$ cat src/rtl/sram_controller_pkg.sv
// Shared constants and types for the 32-bit over 16-bit SRAM controller.
// Build option: SRAM_MISALIGN_CHECK_EN adds the misalignment error path.
package sram_controller_pkg;

    localparam int WORD_WIDTH          = 32;
    localparam int SRAM_DATA_WIDTH     = 16;
    localparam int DEF_SRAM_ADDR_WIDTH = 18;
    localparam int CNT_WIDTH           = 4;

    localparam logic [1:0] SRAM_IDLE = 2'd0;
    localparam logic [1:0] SRAM_LO   = 2'd1;
    localparam logic [1:0] SRAM_HI   = 2'd2;
    localparam logic [1:0] SRAM_DONE = 2'd3;

    typedef enum logic {
        OP_RD = 1'b0,
        OP_WR = 1'b1
    } sram_op_e;

    typedef struct packed {
        sram_op_e              op;
        logic [WORD_WIDTH-1:0] data;
    } sram_req_t;

    function automatic logic [SRAM_DATA_WIDTH-1:0] half_sel(
        input logic [WORD_WIDTH-1:0] word,
        input logic                  hi
    );
        return hi ? word[31:16] : word[15:0];
    endfunction

endpackage

$ cat src/rtl/sram_controller_if.sv
// CPU-side request bus and SRAM pin bundle of the data-memory controller.
// Build option: SRAM_MISALIGN_CHECK_EN adds the err signal.
interface sram_controller_if #(
    parameter int AW = 18
);
    logic          wr_en;
    logic          rd_en;
    logic [31:0]   address;
    logic [31:0]   wdata;
    logic [31:0]   rdata;
    logic          ready;
    logic [AW-1:0] sram_addr;
    logic [15:0]   sram_dq_out;
    logic          sram_dq_oe;
    logic [15:0]   sram_dq_in;
    logic          sram_we_n;
    logic          sram_oe_n;
    logic          sram_ce_n;
    logic          sram_ub_n;
    logic          sram_lb_n;
`ifdef SRAM_MISALIGN_CHECK_EN
    logic          err;
`endif

    modport master (
`ifdef SRAM_MISALIGN_CHECK_EN
        input  err,
`endif
        output wr_en, rd_en, address, wdata, sram_dq_in,
        input  rdata, ready, sram_addr, sram_dq_out, sram_dq_oe,
        input  sram_we_n, sram_oe_n, sram_ce_n, sram_ub_n, sram_lb_n
    );

    modport slave (
`ifdef SRAM_MISALIGN_CHECK_EN
        output err,
`endif
        input  wr_en, rd_en, address, wdata, sram_dq_in,
        output rdata, ready, sram_addr, sram_dq_out, sram_dq_oe,
        output sram_we_n, sram_oe_n, sram_ce_n, sram_ub_n, sram_lb_n
    );

endinterface

$ cat src/rtl/sram_wait_counter.sv
// Loadable down-counter timing one half-word phase; last marks its final cycle.
module sram_wait_counter #(
    parameter int WIDTH = 4
) (
    input  logic             clk,
    input  logic             rst,
    input  logic             load,
    input  logic             en,
    input  logic [WIDTH-1:0] value,
    output logic             last
);

    logic [WIDTH-1:0] cnt;

    always_ff @(posedge clk) begin
        if (!rst) begin
            cnt <= '0;
        end else if (load) begin
            cnt <= value;
        end else if (en && cnt != '0) begin
            cnt <= cnt - 1'b1;
        end
    end

    assign last = (cnt == '0);

endmodule

$ cat src/rtl/sram_controller.sv
// Data-memory controller: 32-bit loads/stores as two wait-stated 16-bit phases.
// Build option: SRAM_MISALIGN_CHECK_EN rejects unaligned requests with err.
module sram_controller #(
    parameter int ADDR_BASE       = 1024,
    parameter int WAIT_CYCLES     = 2,
    parameter int SRAM_ADDR_WIDTH = 18
) (
    input logic              clk,
    input logic              rst,
    sram_controller_if.slave bus
);
    import sram_controller_pkg::*;

    localparam logic [CNT_WIDTH-1:0] RELOAD = CNT_WIDTH'(WAIT_CYCLES - 1);

    logic [1:0]                 state;
    logic [1:0]                 state_n;
    logic                       req;
    logic                       last;
    logic                       load;
    logic                       phase;
    logic                       phase_n;
    logic                       misaligned;
    sram_req_t                  cur;
    sram_req_t                  nxt;
    logic [SRAM_ADDR_WIDTH:0]   off;
    logic [SRAM_ADDR_WIDTH-2:0] base_in;
    logic [SRAM_ADDR_WIDTH-2:0] base_q;
    logic [SRAM_ADDR_WIDTH-2:0] nxt_base;
    logic [15:0]                rlo_q;
    logic [31:0]                rdata_q;
    logic [SRAM_ADDR_WIDTH-1:0] addr_q;
    logic [15:0]                dq_out_q;
    logic                       dq_oe_q;
    logic                       we_n_q;
    logic                       oe_n_q;
    logic                       ce_n_q;
    logic                       unused_off;

    assign req        = bus.wr_en | bus.rd_en;
    assign off        = (SRAM_ADDR_WIDTH+1)'(bus.address - 32'(ADDR_BASE));
    assign base_in    = off[SRAM_ADDR_WIDTH:2];
    assign unused_off = &{1'b0, off[1:0]};
    assign phase      = (state == SRAM_LO) | (state == SRAM_HI);
    assign phase_n    = (state_n == SRAM_LO) | (state_n == SRAM_HI);
    assign load       = phase_n & (state_n != state);

`ifdef SRAM_MISALIGN_CHECK_EN
    logic err_q;
    assign misaligned = |bus.address[1:0];
    assign bus.err    = err_q;
`else
    assign misaligned = 1'b0;
`endif

    always_comb begin
        state_n = state;
        unique case (state)
            SRAM_IDLE: if (req) state_n = misaligned ? SRAM_DONE : SRAM_LO;
            SRAM_LO:   if (last) state_n = SRAM_HI;
            SRAM_HI:   if (last) state_n = SRAM_DONE;
            default:   state_n = SRAM_IDLE;
        endcase
    end

    // Outputs are registered from the next-state view so the pins never glitch.
    always_comb begin
        nxt      = cur;
        nxt_base = base_q;
        if (state == SRAM_IDLE) begin
            nxt.op   = bus.wr_en ? OP_WR : OP_RD;
            nxt.data = bus.wdata;
            nxt_base = base_in;
        end
    end

    sram_wait_counter #(
        .WIDTH(CNT_WIDTH)
    ) u_wait (
        .clk  (clk),
        .rst  (rst),
        .load (load),
        .en   (phase),
        .value(RELOAD),
        .last (last)
    );

    always_ff @(posedge clk) begin
        if (!rst) begin
            state  <= SRAM_IDLE;
            cur    <= '0;
            base_q <= '0;
        end else begin
            state <= state_n;
            if (state == SRAM_IDLE && req) begin
                cur    <= nxt;
                base_q <= nxt_base;
            end
        end
    end

    always_ff @(posedge clk) begin
        if (!rst) begin
            addr_q   <= '0;
            dq_out_q <= '0;
            dq_oe_q  <= 1'b0;
            we_n_q   <= 1'b1;
            oe_n_q   <= 1'b1;
            ce_n_q   <= 1'b1;
        end else begin
            dq_oe_q <= phase_n & (nxt.op == OP_WR);
            we_n_q  <= ~(phase_n & (nxt.op == OP_WR));
            oe_n_q  <= ~(phase_n & (nxt.op == OP_RD));
            ce_n_q  <= ~phase_n;
            if (phase_n) begin
                addr_q   <= {nxt_base, state_n == SRAM_HI};
                dq_out_q <= half_sel(nxt.data, state_n == SRAM_HI);
            end
        end
    end

    // The low half is parked so rdata changes only when the whole word lands.
    always_ff @(posedge clk) begin
        if (!rst) begin
            rlo_q   <= '0;
            rdata_q <= '0;
        end else begin
            if (state == SRAM_LO && last && cur.op == OP_RD) begin
                rlo_q <= bus.sram_dq_in;
            end
            if (state == SRAM_HI && last && cur.op == OP_RD) begin
                rdata_q <= {bus.sram_dq_in, rlo_q};
            end
            if (state == SRAM_IDLE && req && misaligned && !bus.wr_en) begin
                rdata_q <= '0;
            end
        end
    end

`ifdef SRAM_MISALIGN_CHECK_EN
    always_ff @(posedge clk) begin
        if (!rst) begin
            err_q <= 1'b0;
        end else begin
            err_q <= (state == SRAM_IDLE) & req & misaligned;
        end
    end
`endif

    assign bus.ready       = ~req | (state == SRAM_DONE);
    assign bus.rdata       = rdata_q;
    assign bus.sram_addr   = addr_q;
    assign bus.sram_dq_out = dq_out_q;
    assign bus.sram_dq_oe  = dq_oe_q;
    assign bus.sram_we_n   = we_n_q;
    assign bus.sram_oe_n   = oe_n_q;
    assign bus.sram_ce_n   = ce_n_q;
    assign bus.sram_ub_n   = ce_n_q;
    assign bus.sram_lb_n   = ce_n_q;

endmodule

$ cat src/flat_wrapper.sv
// flat-port wrapper written by rule: the top's interface ports become plain ports
module sram_controller_flat import sram_controller_pkg::*;
#(
    parameter int ADDR_BASE       = 1024,
    parameter int WAIT_CYCLES     = 2,
    parameter int SRAM_ADDR_WIDTH = 18
)
  (clk, rst, bus_wr_en, bus_rd_en, bus_address, bus_wdata, bus_sram_dq_in, bus_rdata, bus_ready, bus_sram_addr, bus_sram_dq_out, bus_sram_dq_oe, bus_sram_we_n, bus_sram_oe_n, bus_sram_ce_n, bus_sram_ub_n, bus_sram_lb_n);
  sram_controller_if bus_i ();
  input logic clk;
  input logic rst;
  input wire logic [$bits(bus_i.wr_en)-1:0] bus_wr_en;
  input wire logic [$bits(bus_i.rd_en)-1:0] bus_rd_en;
  input wire logic [$bits(bus_i.address)-1:0] bus_address;
  input wire logic [$bits(bus_i.wdata)-1:0] bus_wdata;
  input wire logic [$bits(bus_i.sram_dq_in)-1:0] bus_sram_dq_in;
  output wire logic [$bits(bus_i.rdata)-1:0] bus_rdata;
  output wire logic [$bits(bus_i.ready)-1:0] bus_ready;
  output wire logic [$bits(bus_i.sram_addr)-1:0] bus_sram_addr;
  output wire logic [$bits(bus_i.sram_dq_out)-1:0] bus_sram_dq_out;
  output wire logic [$bits(bus_i.sram_dq_oe)-1:0] bus_sram_dq_oe;
  output wire logic [$bits(bus_i.sram_we_n)-1:0] bus_sram_we_n;
  output wire logic [$bits(bus_i.sram_oe_n)-1:0] bus_sram_oe_n;
  output wire logic [$bits(bus_i.sram_ce_n)-1:0] bus_sram_ce_n;
  output wire logic [$bits(bus_i.sram_ub_n)-1:0] bus_sram_ub_n;
  output wire logic [$bits(bus_i.sram_lb_n)-1:0] bus_sram_lb_n;
  assign bus_i.wr_en = bus_wr_en;
  assign bus_i.rd_en = bus_rd_en;
  assign bus_i.address = bus_address;
  assign bus_i.wdata = bus_wdata;
  assign bus_i.sram_dq_in = bus_sram_dq_in;
  assign bus_rdata = bus_i.rdata;
  assign bus_ready = bus_i.ready;
  assign bus_sram_addr = bus_i.sram_addr;
  assign bus_sram_dq_out = bus_i.sram_dq_out;
  assign bus_sram_dq_oe = bus_i.sram_dq_oe;
  assign bus_sram_we_n = bus_i.sram_we_n;
  assign bus_sram_oe_n = bus_i.sram_oe_n;
  assign bus_sram_ce_n = bus_i.sram_ce_n;
  assign bus_sram_ub_n = bus_i.sram_ub_n;
  assign bus_sram_lb_n = bus_i.sram_lb_n;
  sram_controller #(.ADDR_BASE(ADDR_BASE), .WAIT_CYCLES(WAIT_CYCLES), .SRAM_ADDR_WIDTH(SRAM_ADDR_WIDTH)) u_core (.clk(clk), .rst(rst), .bus(bus_i));
endmodule
$ cat config.mk
export PLATFORM = sky130hd
export DESIGN_NAME = sram_controller_flat
export DESIGN_NICKNAME = d
export VERILOG_FILES = /design/src/rtl/sram_controller_pkg.sv /design/src/rtl/sram_controller_if.sv /design/src/rtl/sram_wait_counter.sv /design/src/rtl/sram_controller.sv /design/src/flat_wrapper.sv
export SDC_FILE = /design/constraint.sdc
export NUM_CORES = 1
export LEC_CHECK = 0
export CAP_MARGIN = 10
export CELL_PAD_IN_SITES_DETAIL_PLACEMENT = 0
export CELL_PAD_IN_SITES_GLOBAL_PLACEMENT = 2
export CORE_MARGIN = 2
export CORE_UTILIZATION = 30
export CTS_CLUSTER_SIZE = 20
export DETAILED_ROUTE_END_ITERATION = 10
export PLACE_DENSITY = 0.85
export SYNTH_ARGS = -nofsm -noshare
export SYNTH_HDL_FRONTEND = slang
export SYNTH_HIERARCHICAL = 1
export SYNTH_SLANG_ARGS = --single-unit
$ cat constraint.sdc
create_clock -name clk -period 9.4 [get_ports clk]
set_input_delay 0.94 -clock clk [delete_from_list [all_inputs] [get_ports clk]]
set_output_delay 0.94 -clock clk [all_outputs]
set_load 0.02 [all_outputs]
* Word level (Yosys, flattened, before mapping)
Index checks and enable logic that the tools add are counted.
W data, S select, Z words.
** Storage, ports and cells
- Register bits after elaboration :: 142
** Cells by class
- Reductions and logical operators :: 11
- Eq/ne operators :: 6
- Add/sub/neg operators :: 2
- Mux-type cells :: 10
- Bitwise operators :: 14
** Operators with widths (count)
- $mux W33 :: 1
- $sub A19 B11 Y19 const B :: 1
- $mux W17 :: 1
- $mux W16 :: 1
- $not A1 Y1 :: 7
- $eq A2 B2 Y1 const B :: 3
- $logic_and A1 B1 Y1 :: 6
- $mux W2 :: 3
- $pmux W2 S3 :: 1
- $eq A2 B1 Y1 const B :: 2
- $logic_not A4 Y1 :: 1
- $or A1 B1 Y1 :: 4
- $reduce_bool A4 Y1 :: 1
- $sub A4 B1 Y4 const B :: 1
- $and A1 B1 Y1 :: 3
- $mux W1 :: 3
- $logic_not A2 Y1 :: 1
- $ne A2 B2 Y1 :: 1
- $reduce_bool A2 Y1 :: 1
- $reduce_or A2 Y1 :: 1

* Logic depth before layout (Yosys ltp)
- Depth in word-level cells :: 7
- Gate-level depth with buffers :: 16
- Gate-level depth less buffers :: 13

* By module
The synthesis kept the hierarchy.
** Modules (own cells, without submodules)
- sram_controller :: sequential area each 2762.6 µm², times used 1, area an instance 5607.9 µm², cells each 674
- sram_wait_counter :: sequential area each 80.1 µm², times used 1, area an instance 256.5 µm², cells each 31

* Least setup slack after synthesis
Ideal clock, no wire load.
- Kind :: reg2reg
- Start :: register u_core.u_wait.cnt[0]
- End :: register u_core.u_wait.cnt[2]
- Path slack :: 6.264 ns
- Data arrival time :: 3.045 ns
- Period minus slack after synthesis :: 3.136 ns
- Stages on the path, launching flop included :: 17
- Buffers on the path :: 3
- Path through :: dfxtp_1 > inv_1 > ha_1 > or3b_4 > clkinv_2 > nor2b_1 > nor3_1 > o21a_1 > or2_2 > ha_1 > clkbuf_1 > buf_2 > clkbuf_1 > a31oi_1 > inv_1 > nor2_1 > a311oi_1
** Between the ends
- Longest elaborated chain between the ends :: 7
- Elaborated cells between the ends (all ways) :: 13
- Those cells by class :: 1 x add/sub; 3 x eq/ne; 3 x mux; 2 x bitwise; 4 x reduce/logical
** RTL lines
- start, declared :: line sram_wait_counter.sv:13 : logic [WIDTH-1:0] cnt;
- start signal, assigned :: line sram_wait_counter.sv:19 : cnt <= value;
- start signal, assigned :: line sram_wait_counter.sv:21 : cnt <= cnt - 1'b1;
- $logic_not A4 Y1 * :: line sram_wait_counter.sv:25 : assign last = (cnt == '0);
- via u_core.last :: line sram_controller.sv:19 : logic last;
- $mux W2, on equally long branches :: line sram_controller.sv:61, sram_controller.sv:60
- $pmux W2 S3 * :: line sram_controller.sv:58 : unique case (state)
- $eq A2 B1 Y1 or $eq A2 B2 Y1 (tied branches) :: line sram_controller.sv:45 : assign phase_n = (state_n == SRAM_LO) | (state_n == SRAM_HI);
- $or A1 B1 Y1 :: line sram_controller.sv:45
- $and A1 B1 Y1 * :: line sram_controller.sv:46 : assign load = phase_n & (state_n != state);
- via u_core.load :: line sram_controller.sv:20 : logic load;
- $reduce_or A2 Y1 (no source line) *
Mark *: on every way through the listed nets, which the timed path passes. The rest lies on a longest branch.
A chain may end at the register's enable or synchronous reset.

* Final worst setup path
- Start :: register u_core.state[1]
- End :: register u_core.dq_out_q[14] (netlist: u_core/bus.sram_dq_out[14])
** Between the ends
- Longest elaborated chain between the ends :: 4
- Elaborated cells between the ends (all ways) :: 12
- Those cells by class :: 4 x eq/ne; 6 x mux; 1 x bitwise; 1 x reduce/logical
** RTL lines
- start, declared :: line sram_controller.sv:16 : logic [1:0] state;
- start signal, assigned :: line sram_controller.sv:94 : state <= state_n;
- $eq A2 B2 Y1, or another cell as far along :: line sram_controller.sv:58
- $pmux W2 S3 * :: line sram_controller.sv:58
- via u_core.state_n[1] :: line sram_controller.sv:17 : logic [1:0] state_n;
- $eq A2 B2 Y1 or $eq A2 B1 Y1 (tied branches) :: line sram_controller.sv:45, sram_controller.sv:117
- $mux W16 or $or A1 B1 Y1 (tied branches) :: line sram_controller_pkg.sv:29, sram_controller.sv:45
- end signal, assigned :: line sram_controller.sv:117 : dq_out_q <= half_sel(nxt.data, state_n == SRAM_HI);
- end, declared :: line sram_controller.sv:33 : logic [15:0] dq_out_q;
Marks and branches as above.

==> results.toml <==
[status]
outcome = "completed"

[placement]
hpwl_um = 9380
io_buffers = 141
gp_congestion = 0.764

[sta]
slew-limit-headroom_pct = 37.5
finalCritPeriodShare_pct = 37.9
finalSetupViolCount = 0
tightestPinTransition_ns = 0.937
fin_setup_tns_ns = 0
hold-worst-slack_ns = 0.450
maxSlewViolCount = 0
min_period_ns = 3.57
grt_setup_unrepaired = "no"
max_freq_mhz = 280
finClkSkew_ns = 0.0114
hold_viol = 0

[cts]
cts_buffer_depth = 2
cts.htree.levels = 4
clock_tree.root_cell = "clkbuf_16"
hold_buffers = 0
insertion_delay_ns = 0.42
postCtsSetupBuffers = 0
cts.clk_slew.worst_paths_ns = 0.07
cts_resized = 0
cts.sinks = 142
cts_tree = "built"
cts_buffers = 17

[logic_synthesis]
ys_types = 47
synth_edf_count = 0
synth_flop_cell = "dfxtp_1"
yosysTopAreaCell = "dfxtp_1"
syn_inst = 705
ys.warnings.count = 6
synth-seq-cells = 142
synth_area_leaders = "dfxtp_1 48%, nand2_1 14%, a21oi_1 11%, mux4_2 6.1%, nor2_1 2.1%"
synth_area_mm2 = 0.00586
ys_seq_area_share_pct = 48.5
avgSynthCellArea_um2 = 8.32
synthArstFlopShare_pct = 0
synth_common_cells = "222 x nand2_1, 142 x dfxtp_1, 131 x a21oi_1"
synth_top_area_share_pct = 48.5
synth.most_common_cell = "nand2_1"

[final_layout]
diodes = 0
nFillCells = 1983
synthToLayoutAreaGrowth_pct = 37.2
ff_latch_area_mm2 = 0.00284
nets = 915
drive_gt1_share_pct = 8.26
utilization_pct = 41.6
multiInputGateArea_mm2 = 0.00276

[detailed_routing]
drcViolationCount = 0
vias = 5036
postRouteAntennaNets = 0
wl_per_cell_um = 13.8
drt_iter0_drc = 229
viasPerCell = 4.58
first_pass_iters = 4
wl_um = 15200

[global_routing]
grt_pass1_vias = 4738
gr-usage-met1_pct = 19.4
track_usage_pct = 15.2
grt_util_met2_pct = 24.3
grt_max_degree = 77
antenna_found_initial = 0
grt.busiest_layer = "met2"
grt_overflow = 0
met3_usage_pct = 5.10
grt_pass1_wl_um = 24500

[die]
die_width_um = 144
coreArea_mm2 = 0.0193
start_util_pct = 30.3
fp-row-count = 51
dieArea_mm2 = 0.0207
io_pins = 157
die_h_um = 144

[setup_path]
crit_family = "adder cells"
critPathMaxStageDelay_ns = 0.83
crit_arrival_ns = 3.83
path_buf_inv = 1
crit_fanout = 30
required_ns = 9.67
start_kind = "flip-flop"
endpoint_kind = "flip-flop"
crit_type = "reg -> reg"
cp_cell_sequence = "inv_1, ha_2, a21oi_1, o21ai_0, nor2b_1, ha_2, mux4_2, nand2_1, a21oi_1"
slowest_stage = "ha_2"

[power_and_ir_drop]
cellPowerDensity_mw_per_mm2 = 356
total_power_mw = 2.86
vdd_ir_drop_max_uv = 266
p_leak_nw = 2.87

[hold_path]
min_path_type = "reg -> reg"

[job]
drv_cap = 0
metal layers:
metal | vias to the layer above | wire length [um]
met5 | - | 0
met1 | 2334 | 7110
li1 | 2589 | -
met2 | 102 | 7130
met4 | 0 | 124
met3 | 11 | 806
area by class of cell:
type	instances	area share, %
tap	265	4.12
clock inverter	15	2.19
clock buffer	17	5.29
timing repair buffer	146	18.0
sequential	142	35.3
inverter	16	0.793
multi-input combinational	499	34.3
cells in the final DEF (no fill, tap or decap), drive strengths merged, types with 3 or more instances in the layout:
cell	synthesis	final
nor3	5	5
clkbuf	28	17
nand3	5	5
conb	2	4
buf	22	5
nor3b	5	5
clkdlybuf4s50	0	141
a211oi	5	5
ha	9	9
clkinvlp	0	4
inv	14	22
a21oi	131	131
clkinv	2	3
nor4	3	3
xnor2	4	4
o21ai	16	16
nor2	33	33
dfxtp	142	142
and2	3	3
mux2i	11	11
nand2	222	222
mux4	16	16
power breakdown:
group | switching [mW] | total (mW) | internal (mW)
clock network | 0.288 | 0.688 | 0.400
registers | 0.0804 | 0.846 | 0.766
logic | 0.820 | 1.33 | 0.506
path summary, 6_finish.rpt:
check                        start                          to  slack (ns)  cells past startpoint
setup / recovery   u_core/state[1]  u_core/bus.sram_dq_out[14]        5.83                      9
hold / removal    u_core/rlo_q[13]        u_core/bus.rdata[13]        0.45                      2
setup reg to reg   u_core/state[1]  u_core/bus.sram_dq_out[14]        5.83                      9
hold reg to reg   u_core/rlo_q[13]        u_core/bus.rdata[13]        0.45                      2
through the flow:
stage	setup slack, ns	cell area [um2]	cells
after floorplan	6.26	5870	707
after global placement	5.61	7440	1068
after detailed placement	5.62	7440	1068
after CTS	5.80	8050	1100
after global routing	5.45	8050	1100
final	5.83	8050	1100
state kept, by name, summed over array words and instances, names as in the netlist, 2 cells and up:
register	flops
u_core/cur	33
u_core/bus.rdata	32
u_core/bus.sram_addr	18
u_core/base_q	17
u_core/bus.sram_dq_out	16
u_core/rlo_q	16
u_core/u_wait/cnt	4
u_core/state	2
tightest hold or removal path: cells and delay by family, from the launching register on:
family / cells / cell delay (ns)
compound gates: 1 / 0.05
flops: 1 / 0.31
simple gates: 1 / 0.05
logic make-up (layout without fill, tap and decap cells):
kind of cell | Yosys count | after routing | share of synthesized area, %
buffers and inverters | 66 | 194 | 4.76
AO/OA/AOI/OAI | 165 | 165 | 15.1
flip-flops | 142 | 142 | 48.5
AND/OR/NAND/NOR | 289 | 289 | 20.9
adder cells (fa/ha/maj) | 9 | 9 | 1.92
other | 2 | 4 | 0.128
XOR/XNOR | 5 | 5 | 0.747
multiplexers | 27 | 27 | 8.02
(Power assumes the default switching activity.)
